## config.mk

```make
export PLATFORM = sky130hd
export DESIGN_NAME = id_rf_pipe
export DESIGN_NICKNAME = d
export VERILOG_FILES = /design/src/rtl/id_rf_pipe.sv
export SDC_FILE = /design/constraint.sdc
export NUM_CORES = 1
export LEC_CHECK = 0
export ABC_CLOCK_PERIOD_IN_PS = 7600
export CORE_ASPECT_RATIO = 0.6
export CORE_UTILIZATION = 53
export CTS_CLUSTER_SIZE = 40
export DETAILED_ROUTE_END_ITERATION = 12
export PLACE_DENSITY = 0.76
export SETUP_SLACK_MARGIN = 0.02
export SKIP_CTS_REPAIR_TIMING = 1
export SLEW_MARGIN = 20
export SYNTH_ARGS = -nofsm -noshare
export SYNTH_HDL_FRONTEND = slang
export SYNTH_SLANG_ARGS = --single-unit
```

## constraint.sdc

```tcl
create_clock -name clock -period 7.6 [get_ports clock]
set_clock_uncertainty 0.2 [all_clocks]
set_input_delay 1.14 -clock clock [delete_from_list [all_inputs] [get_ports clock]]
set_output_delay 1.14 -clock clock [all_outputs]
set_load 0.05 [all_outputs]
```

## src/rtl/id_rf_pipe.sv

```systemverilog
// Decode/register-read stage: write-back mux, register bank with bypass,
// immediate extender and a single valid/ready output slot with stall refresh.
module id_rf_pipe #(
  parameter int unsigned DATA_W  = 16,
  parameter int unsigned NREG    = 8,
  parameter int unsigned CONST_W = 12,
  parameter bit          R0_ZERO = 1'b1,
  localparam int unsigned SEL_W  = $clog2(NREG)
) (
  input  logic               clock,
  input  logic               reset,
  input  logic               in_valid,
  output logic               in_ready,
  input  logic               flush,
  input  logic [SEL_W-1:0]   sel_a,
  input  logic [SEL_W-1:0]   sel_b,
  input  logic [2:0]         ex_ctrl,
  input  logic [CONST_W-1:0] constant,
  input  logic               wb_en,
  input  logic               wb_sel,
  input  logic [SEL_W-1:0]   wb_dest,
  input  logic [DATA_W-1:0]  wb_alu,
  input  logic [DATA_W-1:0]  wb_mem,
  output logic               out_valid,
  input  logic               out_ready,
  output logic [DATA_W-1:0]  A,
  output logic [DATA_W-1:0]  B,
  output logic [DATA_W-1:0]  const_ext,
  output logic [SEL_W-1:0]   out_dest
);

  logic [DATA_W-1:0] rf_q [NREG];
  logic [DATA_W-1:0] rf_d [NREG];

  logic              valid_q, valid_d;
  logic [DATA_W-1:0] a_q, a_d;
  logic [DATA_W-1:0] b_q, b_d;
  logic [DATA_W-1:0] ce_q, ce_d;
  logic [SEL_W-1:0]  dest_q, dest_d;
  logic [SEL_W-1:0]  selb_q, selb_d;

  logic [DATA_W-1:0] wbd;
  logic              wb_we;
  logic [DATA_W-1:0] rd_a, rd_b, ext;
  logic [7:0]        const8;
  logic              load;

  // Write-back data select and effective write enable (register 0 may be hardwired)
  always_comb begin
    wbd   = wb_sel ? wb_mem : wb_alu;
    wb_we = wb_en && !(R0_ZERO && (wb_dest == '0));
  end

  // Register bank next state
  always_comb begin
    rf_d = rf_q;
    if (wb_we) rf_d[wb_dest] = wbd;
  end

  // Source reads with same-cycle write-back bypass
  always_comb begin
    if (R0_ZERO && (sel_a == '0))            rd_a = '0;
    else if (wb_en && (wb_dest == sel_a))    rd_a = wbd;
    else                                     rd_a = rf_q[sel_a];
    if (R0_ZERO && (sel_b == '0))            rd_b = '0;
    else if (wb_en && (wb_dest == sel_b))    rd_b = wbd;
    else                                     rd_b = rf_q[sel_b];
  end

  // Immediate extender
  always_comb begin
    const8 = constant[7:0];
    case (ex_ctrl)
      3'd0:    ext = DATA_W'(constant);
      3'd1:    ext = DATA_W'($signed(constant));
      3'd2:    ext = DATA_W'(const8);
      3'd3:    ext = DATA_W'($signed(const8));
      3'd4:    ext = {const8, {(DATA_W-8){1'b0}}};
      default: ext = '0;
    endcase
  end

  assign in_ready = !valid_q || out_ready;
  assign load     = in_valid && in_ready && !flush;

  // Slot next state: flush, load, drain, or stall with operand refresh
  always_comb begin
    valid_d = valid_q;
    a_d     = a_q;
    b_d     = b_q;
    ce_d    = ce_q;
    dest_d  = dest_q;
    selb_d  = selb_q;
    if (flush) begin
      valid_d = 1'b0;
    end else if (load) begin
      valid_d = 1'b1;
      a_d     = rd_a;
      b_d     = rd_b;
      ce_d    = ext;
      dest_d  = sel_a;
      selb_d  = sel_b;
    end else if (valid_q && out_ready) begin
      valid_d = 1'b0;
    end else if (valid_q) begin
      if (wb_we && (wb_dest == dest_q)) a_d = wbd;
      if (wb_we && (wb_dest == selb_q)) b_d = wbd;
    end
  end

  // State registers
  always_ff @(posedge clock or posedge reset) begin
    if (reset) begin
      rf_q    <= '{default: '0};
      valid_q <= 1'b0;
      a_q     <= '0;
      b_q     <= '0;
      ce_q    <= '0;
      dest_q  <= '0;
      selb_q  <= '0;
    end else begin
      rf_q    <= rf_d;
      valid_q <= valid_d;
      a_q     <= a_d;
      b_q     <= b_d;
      ce_q    <= ce_d;
      dest_q  <= dest_d;
      selb_q  <= selb_d;
    end
  end

  assign out_valid = valid_q;
  assign A         = a_q;
  assign B         = b_q;
  assign const_ext = ce_q;
  assign out_dest  = dest_q;

endmodule

```

==> results.yml <==
run_status:
  run_status: "finished, final reports clean"
die:
  die_y_um: 105
  ios: 116
  row_count: 37
  die_w_um: 174
  start_util_pct: 54.7
  core_area_sq_mm: 0.0173
  die-area_sq_mm: 0.0184
power_and_ir_drop:
  pwr_density_cell_mw_per_mm2: 264
  switching_share_pct: 34.5
  clkPwrFrac_pct: 30.3
  p_sw_mw: 1.02
  pwr-share-comb_pct: 26.5
  seq_power_share_pct: 43.2
  ir_worst_vdd_uv: 167
  p_leak_nw: 4.72
  fin_total_pwr_mw: 2.96
  p_int_mw: 1.94
detailed_routing:
  wl_per_cell_um: 22.5
  drc: 0
  postRouteWirelength_um: 27300
  firstDrtPassIters: 5
  antenna_left: 0
  routed_via_density: 6.25
  drt_iter0_drc: 808
  vias: 7593
logic_synthesis:
  synth_ff_type: "dfrtp_1"
  synthMuxAreaShare_pct: 17.7
  syn_inst: 909
  yosysMostFrequentCell: "dfrtp_1"
  synthTopCellsByArea: "dfrtp_1 (49%), mux4_2 (10%), mux2i_1 (7.4%)"
  ys_async_sr_fraction_pct: 100
  synth_nets: 972
  ys_top_cells_by_count: "dfrtp_1 (183), nand2_1 (102), o21ai_0 (86), a21oi_1 (83), mux2i_1 (70)"
  synth_top_area_share_pct: 48.5
  synth_edf_count: 0
  synth_area_leader_cell: "dfrtp_1"
  synth-xor-area-share_pct: 1.11
  synth-simple-area-share_pct: 12.2
  synth_top_family_by_area: "multiplexers"
  synth_adder_area_share_pct: 0
  netlist_area_sq_mm: 0.00944
  synth_compound_area_share_pct: 15.9
  ys_warn_count: 0
  ys_types: 39
  yosysSeqAreaShare_pct: 48.5
  synth_seq_cells: 183
  syn_area_per_cell_sq_um: 10.4
clock_tree:
  clk_latency_ps: 440
  cts-root-buf: "clkbuf_16"
  cts_sinks: 183
  cts_buffer_depth: 2
  numCtsBuffers: 17
  clk_pin_slew_ps: 70
  htree_levels: 4
  cts_tree: "built"
worst_setup_path:
  ff2ff_path_depth: 5
  cpMaxStageDelayCell: "clkdlybuf4s50_1"
  arrival_ps: 2670
  cp_common_cell: "clkdlybuf4s50_1"
  crit_path_end_kind: "primary output"
  required_ps: 6260
  worstSetupPathDepth: 4
  crit_fanout: 6
  worstSetupPathType: "input pin to primary output"
  cp-start-kind: "input pin"
  cp_cell_sequence: "clkdlybuf4s50_1 -> nor2b_1 -> inv_1 -> clkdlybuf4s50_1"
  crit_family: "buffers and inverters"
  max_stage_delay_ps: 850
  worst-path-buf-inv: 3
layout:
  diodes: 0
  drive_above_1_share_pct: 11.0
  nets: 1031
  final_util_pct: 65.0
  syn_to_final_growth_pct: 18.9
job:
  maxCapViolCount: 0
global_route:
  grt_max_degree: 90
  first_global_vias: 7533
  grt_first_pass_wirelength_um: 43400
  grt_overflow: 0
  antenna_found_initial: 0
  grt_util_all_layers_pct: 31.5
timing:
  setup_tns_ps: 0
  finalSetupViolCount: 0
  setup_slack_ps: 3590
  hold_viol: 0
  drv_slew: 0
  relSlewSlack_pct: 29.2
  rsz0062_at_grt: "false"
  period_needed_ps: 4010
  max_freq_ghz: 0.249
  tightest_slew_ps: 1030
  final.period_utilization_pct: 52.7
min_path:
  hold_path.class: "flop to flop"
  whs_path_depth: 0
placed_design:
  place_ws_ps: 3540
  dp_hpwl_um: 17900
  routabilityCongestion: 0.885
  portBuffers: 115
-- flip-flops by register name (all words and copies together) (netlist names) --
register and cells:
out_valid 1, A 16, const_ext 16, selb_q 3, out_dest 3, B 16, rf_q 128
-- power groups by stage --
stage	registers, mW	clock network (mW)	logic (mW)
2_1_floorplan	1.40	0	0.400
4_1_cts	1.27	0.900	0.783
5_1_grt	1.30	0.941	0.844
3_5_place_dp	1.29	0	0.779
6_report	1.28	0.896	0.785
3_3_place_gp	1.28	0	0.760
-- layer usage --
metal | global-route usage (%) | wire length [um] | share of wire [%]
met1 | 46.7 | 12300 | 45
met2 | 45.8 | 12300 | 45
met3 | 8.01 | 2340 | 8.5
met4 | 8.65 | 342 | 1.3
met5 | 0 | 0 | 0
-- metrics by stage --
| stage | hold slack, ps | cells | instance area (sq um) |
|---|---|---|---|
| 2_1_floorplan | 241 | 909 | 9440 |
| 3_3_place_gp | 177 | 1183 | 10600 |
| 3_5_place_dp | 184 | 1183 | 10600 |
| 4_1_cts | 200 | 1215 | 11200 |
| 5_1_grt | 213 | 1215 | 11200 |
| 6_report | 200 | 1215 | 11200 |
-- placed cells by master (no fill, tap or decap), types with 3 or more instances in the layout --
master,Yosys,final
o22ai_1,21,21
a21oi_1,83,83
clkdlybuf4s50_1,0,111
inv_6,0,6
mux2i_1,70,69
a211oi_1,17,17
o32a_1,10,10
clkbuf_16,0,17
a31oi_1,6,6
dfrtp_1,183,183
nand4_1,3,3
buf_4,8,19
nor3_1,18,17
mux4_2,43,43
nand3_1,3,3
nand2_1,102,102
a22o_1,4,4
xnor2_1,12,12
nor2b_1,27,27
buf_2,21,4
clkinvlp_4,0,4
o31ai_1,6,5
o22a_1,16,16
nand4b_1,4,4
o21ai_0,86,86
inv_8,0,4
nand2b_1,12,12
nor2_1,67,67
-- cells by family after synthesis --
| logic type | count (synthesis) |
|---|---|
| AOI/OAI and AO/OA | 253 |
| buffers and inverters | 97 |
| DFF | 183 |
| xor gates and xnor gates | 12 |
| and+or+nand+nor | 251 |
| muxes | 113 |
-- final cells by class --
type / instances / area (sq um)
fill: 1333 / 6040
sequential: 183 / 4580
multi-input combinational: 629 / 4480
timing repair buffer: 134 / 1270
clock buffer: 17 / 425
tap: 234 / 293
clock inverter: 15 / 158
inverter: 3 / 16.3
-- final timing paths --
path                            from        end  slack [ps]
setup / recovery           out_ready   in_ready        3590
hold / removal             rf_q[122]  rf_q[122]         200
setup reg to reg           out_valid       B[6]        5060
hold reg to reg            rf_q[122]  rf_q[122]         200
max in group asynchronous      reset  rf_q[121]        5000
min in group asynchronous      reset   rf_q[83]        1030
Note: power is estimated with default switching activity, not from simulation.
